## src/rtl/view_input_accumulator_pkg.sv

```systemverilog
// Shared types for the view-angle path: 32.32 fixed point, a 3-vector and the commit FSM states.
package view_input_accumulator_pkg;

  typedef logic signed [63:0] fixed_real;

  typedef struct packed {
    fixed_real x;
    fixed_real y;
    fixed_real z;
  } vector;

  localparam fixed_real DEG360_FX = 64'sd360 <<< 32;

  typedef enum logic [1:0] {
    IDLE  = 2'd0,
    LATCH = 2'd1,
    SCALE = 2'd2,
    WRAP  = 2'd3
  } view_commit_state_t;

endpackage

```

## src/rtl/view_input_accumulator_sat_accum16.sv

```systemverilog
// Saturating 16-bit signed accumulator; clr restarts the sum, and an addend in the same cycle lands on the cleared value.
module sat_accum16 (
  input  logic               clk,
  input  logic               rst,
  input  logic               clr,
  input  logic               en,
  input  logic signed [15:0] addend,
  output logic signed [15:0] sum
);

  logic signed [16:0] base;
  logic signed [16:0] wide;
  logic signed [15:0] sat;

  always_comb begin
    base = clr ? 17'sd0 : {sum[15], sum};
    wide = base + {addend[15], addend};
    sat  = wide[15:0];
    // 17-bit result out of 16-bit range when the two top bits disagree.
    if (wide[16] != wide[15]) begin
      sat = wide[16] ? 16'sh8000 : 16'sh7FFF;
    end
  end

  always_ff @(posedge clk) begin
    if (rst) begin
      sum <= '0;
    end else if (en) begin
      sum <= sat;
    end else if (clr) begin
      sum <= '0;
    end
  end

endmodule

```

## src/rtl/view_input_accumulator.sv

```systemverilog
// Mouse motion to Theta/Phi view angles, committed 4 cycles after a Frame_Clk rise; packets never stall.
// Define VIEW_INPUT_INVERT_Y_EN to negate dy before accumulation.
module view_input_accumulator
  import view_input_accumulator_pkg::*;
#(
  parameter int SENS_SHIFT  = 24,
  parameter int PHI_MIN_DEG = -80,
  parameter int PHI_MAX_DEG = 80
) (
  input  logic       Clk,
  input  logic       Reset,
  input  logic       Frame_Clk,
  input  logic       new_data,
  input  logic [8:0] dx,
  input  logic [8:0] dy,
  input  logic       m1,
  output fixed_real  Theta,
  output fixed_real  Phi,
  output logic       Click,
  output logic       Updated
);

  localparam fixed_real PHI_MIN_FX = fixed_real'(PHI_MIN_DEG) <<< 32;
  localparam fixed_real PHI_MAX_FX = fixed_real'(PHI_MAX_DEG) <<< 32;

  view_commit_state_t state, state_nxt;

  logic               frame_q;
  logic               frame_rise;
  logic               clr;
  logic               new_press;
  logic               press_seen;
  logic               m1_prev;
  logic               snap_press;
  logic signed [15:0] add_x, add_y;
  logic signed [15:0] acc_x, acc_y;
  logic signed [15:0] snap_x, snap_y;
  fixed_real          d_theta, d_phi;
  fixed_real          theta_sum, phi_sum;
  fixed_real          theta_wrap, phi_clamp;

  assign frame_rise = Frame_Clk & ~frame_q;
  assign clr        = (state == LATCH);
  assign new_press  = new_data & m1 & ~m1_prev;

  assign add_x = {{7{dx[8]}}, dx};
`ifdef VIEW_INPUT_INVERT_Y_EN
  assign add_y = -{{7{dy[8]}}, dy};
`else
  assign add_y = {{7{dy[8]}}, dy};
`endif

  sat_accum16 u_acc_x (
    .clk    (Clk),
    .rst    (Reset),
    .clr    (clr),
    .en     (new_data),
    .addend (add_x),
    .sum    (acc_x)
  );

  sat_accum16 u_acc_y (
    .clk    (Clk),
    .rst    (Reset),
    .clr    (clr),
    .en     (new_data),
    .addend (add_y),
    .sum    (acc_y)
  );

  always_comb begin
    state_nxt = state;
    case (state)
      IDLE:    if (frame_rise) state_nxt = LATCH;
      LATCH:   state_nxt = SCALE;
      SCALE:   state_nxt = WRAP;
      WRAP:    state_nxt = IDLE;
      default: state_nxt = IDLE;
    endcase
  end

  always_comb begin
    d_theta = fixed_real'(snap_x) <<< SENS_SHIFT;
    d_phi   = fixed_real'(snap_y) <<< SENS_SHIFT;

    // A single correction suffices: one frame's delta is well under 360 degrees.
    theta_wrap = theta_sum;
    if (theta_sum < 64'sd0) begin
      theta_wrap = theta_sum + DEG360_FX;
    end else if (theta_sum >= DEG360_FX) begin
      theta_wrap = theta_sum - DEG360_FX;
    end

    phi_clamp = phi_sum;
    if (phi_sum < PHI_MIN_FX) begin
      phi_clamp = PHI_MIN_FX;
    end else if (phi_sum > PHI_MAX_FX) begin
      phi_clamp = PHI_MAX_FX;
    end
  end

  always_ff @(posedge Clk) begin
    if (Reset) begin
      state      <= IDLE;
      frame_q    <= 1'b0;
      m1_prev    <= 1'b0;
      press_seen <= 1'b0;
      snap_x     <= '0;
      snap_y     <= '0;
      snap_press <= 1'b0;
      theta_sum  <= '0;
      phi_sum    <= '0;
      Theta      <= '0;
      Phi        <= '0;
      Click      <= 1'b0;
      Updated    <= 1'b0;
    end else begin
      state   <= state_nxt;
      frame_q <= Frame_Clk;
      if (new_data) m1_prev <= m1;

      // A press arriving in the LATCH cycle belongs to the next frame.
      if (state == LATCH) begin
        press_seen <= new_press;
        snap_x     <= acc_x;
        snap_y     <= acc_y;
        snap_press <= press_seen;
      end else if (new_press) begin
        press_seen <= 1'b1;
      end

      if (state == SCALE) begin
        theta_sum <= Theta + d_theta;
        phi_sum   <= Phi + d_phi;
      end

      if (state == WRAP) begin
        Theta <= theta_wrap;
        Phi   <= phi_clamp;
      end
      Updated <= (state == WRAP);
      Click   <= (state == WRAP) && snap_press;
    end
  end

endmodule

```

## config.mk

```make
export PLATFORM = sky130hd
export DESIGN_NAME = view_input_accumulator
export DESIGN_NICKNAME = d
export VERILOG_FILES = /design/src/rtl/view_input_accumulator_pkg.sv /design/src/rtl/view_input_accumulator_sat_accum16.sv /design/src/rtl/view_input_accumulator.sv
export SDC_FILE = /design/constraint.sdc
export NUM_CORES = 1
export LEC_CHECK = 0
export ABC_AREA = 1
export BUFFER_PORTS_ARGS = -buffer_cell sky130_fd_sc_hd__buf_2
export CAP_MARGIN = 10
export CORE_ASPECT_RATIO = 1.75
export CORE_MARGIN = 2
export CORE_UTILIZATION = 40
export CTS_CLUSTER_SIZE = 12
export DETAILED_ROUTE_END_ITERATION = 6
export PLACE_DENSITY = 0.62
export SETUP_SLACK_MARGIN = 0.05
export SYNTH_ARGS = -nofsm -noshare
export SYNTH_HDL_FRONTEND = slang
export SYNTH_SLANG_ARGS = --single-unit
```

## constraint.sdc

```tcl
create_clock -name Clk -period 4.68 [get_ports Clk]
set_input_delay 0.234 -clock Clk [delete_from_list [all_inputs] [get_ports Clk]]
set_output_delay 0.234 -clock Clk [all_outputs]
set_load 0.005 [all_outputs]
```

; After elaboration in Yosys (flattened, before gate mapping)
; Cells that the tools add are included.
[classes]
n_reduce_logical = 4
n_addsub = 6
n_lt_le_gt_ge = 4
bitwise = 5
eq_ne = 6
mux = 17
[op_table]
columns = cell, n
row1 = $mux 64, 4
row2 = $add 64x40->64, 2
row3 = $mux 16, 7
row4 = $add 64x42->64 const B, 1
row5 = $ge 64x42->1 const B, 1
row6 = $gt 64x40->1 const B, 1
row7 = $lt 64x1->1 const B, 1
row8 = $lt 64x40->1 const B, 1
row9 = $sub 64x42->64 const B, 1
row10 = $add 17x17->17, 2
row11 = $mux 17, 2
row12 = $pmux 2 s4, 1
row13 = $eq 2x2->1 const B, 2
row14 = $reduce_bool 2->1, 2
row15 = $and 1x1->1, 3
row16 = $eq 2x1->1 const B, 1
row17 = $logic_not 2->1, 1
row18 = $mux 1, 2
row19 = $mux 2, 1
row20 = $ne 1x1->1, 2
row21 = $ne 2x2->1 const B, 1
row22 = $not 1->1, 2
row23 = $logic_and 1x1->1, 1
[totals]
output_inout_bits = 130
regBits = 328
input_bits = 23

; Logic depth before layout (Yosys ltp)
[depth]
ltp_word = 6
depth_mapped = 21
mapped_depth_nobuf = 19

; Cells and area by module
; From an unflattened synthesis, not the netlist that was laid out.
[unflattened]
cells_unflattened = 3660
hier_area_um2 = 22385.2
[modules_own_cells]
columns = module, cells_each, n_inst, area_each_um2
row1 = view_input_accumulator, 3062, 1, 18846.8
row2 = sat_accum16, 299, 2, 1769.2

; Least setup slack after synthesis
; OpenSTA, ideal clock, no wires.
[synth_timing]
path_type = register to register
startpoint = register state[1]
endpoint = register u_acc_y.sum[12]
stages_incl_launch_ff = 21
setup_time_ps = 141
path_slack_ps = 1631
required_ps = 4539
synth_period_minus_slack_ps = 3049
arrival_ps = 2908
cell_sequence = dfxtp_1 -> inv_1 -> ha_1 -> clkbuf_1 -> clkbuf_1 -> nor2_1 -> ha_1 -> fa_1 -> nand3_1 -> nand2_1 -> nand2_1 -> nand2_1 -> nand2_1 -> nand3_1 -> nand2_2 -> inv_1 -> nand2_1 -> buf_2 -> nand3_1 -> nand2_1 -> a21oi_1
[synth_between]
elab_chain_len = 6
elab_cells_between_ends = 8
classes_between = add/sub: 1 / eq/ne: 2 / mux: 4 / reduce/logical: 1
[synth_rtl]
columns = item, line_no
row1 = "start, declared", view_input_accumulator.sv:26  ; view_commit_state_t state, state_nxt;
row2 = "start signal, assigned", view_input_accumulator.sv:118  ; state <= state_nxt;
row3 = $eq 2x1->1 *, view_input_accumulator.sv:43  ; assign clr = (state == LATCH);
row4 = $mux 17, view_input_accumulator_sat_accum16.sv:16  ; base = clr ? 17'sd0 : {sum[15], sum};
row5 = $add 17x17->17, view_input_accumulator_sat_accum16.sv:17  ; wide = base + {addend[15], addend};
row6 = $mux 16 or $ne 1x1->1 (tied branches), "view_input_accumulator_sat_accum16.sv:21, view_input_accumulator_sat_accum16.sv:20"
row7 = $mux 16, view_input_accumulator_sat_accum16.sv:20  ; if (wide[16] != wide[15]) begin
row8 = $mux 16, view_input_accumulator_sat_accum16.sv:28  ; end else if (en) begin
row9 = "end signal, assigned", view_input_accumulator_sat_accum16.sv:29  ; sum <= sat;
row10 = "end, declared", view_input_accumulator_sat_accum16.sv:8  ; output logic signed [15:0] sum
; Every way passes the cells marked *; elsewhere a longest branch is shown, timed or not.
; A chain may end at the register's enable or synchronous reset.

; Worst setup path in the final report
[layout_timing]
startpoint = register state[1]
endpoint = register u_acc_x.sum[10]
[layout_between]
elab_chain_len = 6
elab_cells_between_ends = 8
classes_between = add/sub: 1 / eq/ne: 2 / mux: 4 / reduce/logical: 1
[layout_rtl]
columns = item, line_no
row1 = $eq 2x1->1 *, view_input_accumulator.sv:43
row2 = $mux 17, view_input_accumulator_sat_accum16.sv:16
row3 = $add 17x17->17, view_input_accumulator_sat_accum16.sv:17
row4 = $mux 16 or $ne 1x1->1 (tied branches), "view_input_accumulator_sat_accum16.sv:21, view_input_accumulator_sat_accum16.sv:20"
row5 = $mux 16, view_input_accumulator_sat_accum16.sv:20
row6 = $mux 16, view_input_accumulator_sat_accum16.sv:28
row7 = "end signal, assigned", view_input_accumulator_sat_accum16.sv:29
row8 = "end, declared", view_input_accumulator_sat_accum16.sv:8
; Marks and branches as above.

==> results.sh <==
export IMPL_pin_count=153
export IMPL_postLayoutCellArea_um2=23100
export IMPL_netSwitchingPower_mw=6.15
export IMPL_first_global_vias=20200
export IMPL_wl_um=68700
export IMPL_setup_violations=0
export IMPL_post_route_period_util_pct=74.2
export IMPL_antennaDiodeCount=0
export IMPL_core_area_um2=51300
export IMPL_arrival_ns=3.93
export IMPL_hpwl_um=52200
export IMPL_insertion_delay_ns=0.55
export IMPL_synth_top_family_by_area="simple AND/OR/NAND/NOR gates"
export IMPL_wire_per_inst_um=17.1
export IMPL_h_tree_depth=2
export IMPL_synth_seq_cells=328
export IMPL_p_int_mw=7.28
export IMPL_final_common_cell="nand2_1"
export IMPL_synthMuxAreaShare_pct=0
export IMPL_vias_per_cell=5.21
export IMPL_synthFlopType="dfxtp_1"
export IMPL_die_area_um2=53800
export IMPL_place_gp_congestion=0.977
export IMPL_grt_usage_pct=25.1
export IMPL_fin_util_pct=45.0
export IMPL_postSynthAreaPerCell_um2=6.35
export IMPL_rows=110
export IMPL_syn_to_final_growth_pct=11.3
export IMPL_port_buffers=152
export IMPL_hold_class="in2reg"
export IMPL_tightest_slew_ns=1.14
export IMPL_detail_route_antenna_nets=0
export IMPL_num_vias=21000
export IMPL_timing_hold_ws_ns=0.0226
export IMPL_synth_area_um2=20700
export IMPL_combinationalPowerShare_pct=47.3
export IMPL_cts_made_buffers=35
export IMPL_reg2reg_slack_ns=1.21
export IMPL_synth_compound_gate_area_share_pct=16.7
export IMPL_clk_pin_slew_ns=0.06
export IMPL_fmax_mhz=288
export IMPL_rsz0062_at_grt="no"
export IMPL_syn_num_nets=3412
export IMPL_final_nets=3488
export IMPL_cts_buffer_depth=3
export IMPL_synth_cell_type_count=42
export IMPL_drv_cap=0
export IMPL_yosysSeqAreaShare_pct=31.7
export IMPL_clock_sinks=328
export IMPL_required_ns=5.14
export IMPL_cts_root_buf="clkbuf_16"
export IMPL_r2r_end="u_acc_x.sum[10]"
export IMPL_reg2reg_depth=14
export IMPL_synthArstFlopShare_pct=0
export IMPL_period_needed_ns=3.47
export IMPL_drc=0
export IMPL_drt_pass1_iterations=6
export IMPL_layout_common_cells="nand2_1 (767), nor2_1 (475), inv_1 (366)"
export IMPL_first_iter_violations=1032
export IMPL_synth_xor_area_share_pct=3.76
export IMPL_skew_ns=0.0282
export IMPL_worst_setup_path_start_kind="flop"
export IMPL_crit_path_max_fanout=39
export IMPL_reg2reg_from="state[1]"
export IMPL_peakVddDrop_v=0.000275
export IMPL_dp_slack_ns=1.24
export IMPL_dp_cells=3977
export IMPL_maxSlewHeadroom_pct=23.6
export IMPL_dpl_cell_area_um2=22000
export IMPL_clkPwrFrac_pct=20.5
export IMPL_leakagePower_nw=11.4
export IMPL_synth_cells=3268
export IMPL_endpoint="u_acc_x.sum[10]"
export IMPL_status="complete, no violations"
export IMPL_drive_gt1_share_pct=7.77
export IMPL_crit_start="state[1]"
export IMPL_nFillCells=5503
export IMPL_antenna_found_initial=0
export IMPL_synthAdderAreaFrac_pct=7.44
export IMPL_grt_overflow_total=0
export IMPL_worstSetupEndpointType="flop"
export IMPL_swShare_pct=45.8
export IMPL_yosysWarnings=0
export IMPL_die_w_um=176
export IMPL_hold_viol_final=0
export IMPL_die_y_um=305
export IMPL_cts_resized=0
export IMPL_synthSimpleGateAreaFrac_pct=31.0
export IMPL_synth_edf_count=0
export IMPL_fin_ws_ns=1.21
export IMPL_final_cells=4030
export IMPL_finalPower_mw=13.4
export IMPL_cts_tree="built"
export IMPL_finalMaxSlewViolations=0
export IMPL_seq_power_share_pct=32.2
export IMPL_path_class="reg2reg"
export IMPL_grt_pass1_wl_um=107000
export IMPL_pwr_density_cell_nw_per_um2=582
export IMPL_initial_core_util_pct=40.4
export IMPL_grt_max_degree=103
export IMPL_fin_setup_tns_ns=0
==> worst min-delay path by stage <==
stage / from / to / slack (ns) / cells after the start
after floorplan: Frame_Clk / frame_q / 0.36 / 2
after global placement: theta_sum[34] / Theta[34] / 0.45 / 2
after detailed placement: theta_sum[29] / Theta[29] / 0.45 / 2
after CTS: new_data / m1_prev / 0.002 / 3
after global routing: new_data / m1_prev / 0.02 / 3
final: new_data / m1_prev / 0.02 / 3
==> final cells by class <==
type                            count  area (µm²)  area share [%]
Tap cell                          672         841            3.64
Multi-Input combinational cell   2435       12300            53.2
Clock inverter                      8         133           0.575
Clock buffer                       43         947            4.10
Sequential cell                   328        6570            28.5
Timing Repair Buffer              169         900            3.90
Inverter                          375        1420            6.14
==> metal layers <==
metal | wire, µm | global-route usage (%) | part of all wire (%) | vias to the layer above
met5 | 0 | 0 | 0 | -
met4 | 4410 | 14.5 | 6.4 | 0
met3 | 2550 | 2.77 | 3.7 | 190
met2 | 35400 | 46.8 | 52 | 502
met1 | 26400 | 26.8 | 38 | 9571
li1 | - | - | - | 10700
==> power by group through the flow <==
stage	sequential (mW)	combinational (mW)	clock [mW]
detailed placement	4.37	6.34	0
finish	4.32	6.35	2.76
CTS	4.31	6.38	2.82
global route	4.41	7.21	2.93
floorplan	4.04	4.79	0
global placement	4.36	6.32	0
==> flip-flops by register name, summed over array words and instances (netlist names) <==
register,count
snap_press,1
theta_sum,64
state,2
Click,1
phi_sum,64
u_acc_y.sum,16
press_seen,1
Updated,1
m1_prev,1
u_acc_x.sum,16
Phi,64
snap_x,16
frame_q,1
snap_y,16
Theta,64
==> synthesized netlist by cell type (2+ instances only) <==
cell / n / area share [%]
nand2_1: 767 / 14
nor2_1: 476 / 8.6
inv_1: 368 / 6.7
a21oi_1: 338 / 8.2
dfxtp_1: 328 / 32
o21ai_0: 248 / 6.0
nand3_1: 227 / 5.5
ha_1: 117 / 7.1
clkbuf_1: 104 / 1.9
xor2_1: 64 / 2.7
nand4_1: 32 / 0.97
nor3_1: 28 / 0.68
xnor2_1: 25 / 1.1
o211ai_1: 20 / 0.72
a21oi_2: 15 / 0.63
buf_2: 13 / 0.31
nor4_1: 11 / 0.33
nand3b_1: 8 / 0.29
o21a_1: 8 / 0.29
o21bai_1: 8 / 0.29
buf_1: 7 / 0.13
nand2_2: 7 / 0.21
a21o_1: 6 / 0.22
inv_2: 5 / 0.090
o21ai_1: 5 / 0.12
buf_6: 4 / 0.22
fa_1: 4 / 0.39
nor2_2: 4 / 0.12
nand3_2: 3 / 0.14
o221ai_1: 3 / 0.13
and2_1: 2 / 0.060
buf_4: 2 / 0.072
nand2_4: 2 / 0.11
==> worst max-delay path, cell delays in order, from the launching register on <==
cell     delay [ns]
dfxtp_1        0.36
inv_1          0.16
ha_4           0.42
buf_4          0.39
nor2_1         0.11
ha_1           0.35
a21oi_1        0.20
nand2_1        0.14
a21oi_1        0.23
nand2_1        0.10
nand2_1        0.08
nand2_2        0.10
a21oi_4        0.42
nand2_1        0.14
a21oi_2        0.12
==> what timing repair did <==
action | 4_1_cts | 5_1_grt
hold buffers | 2 | 0
hold endpoints to repair | 2 | 0
buffers inserted | 0 | 0
==> kinds of logic (layout without fill, tap and decap cells) <==
logic type	after synthesis	in the layout
AOI/OAI and AO/OA	655	655
xor gates and xnor gates	89	89
buffers and inverters	505	595
adders and majority gates	121	121
DFF	328	328
and+or+nand+nor	1570	1570
No activity file was read; power rests on OpenSTA's default activity.
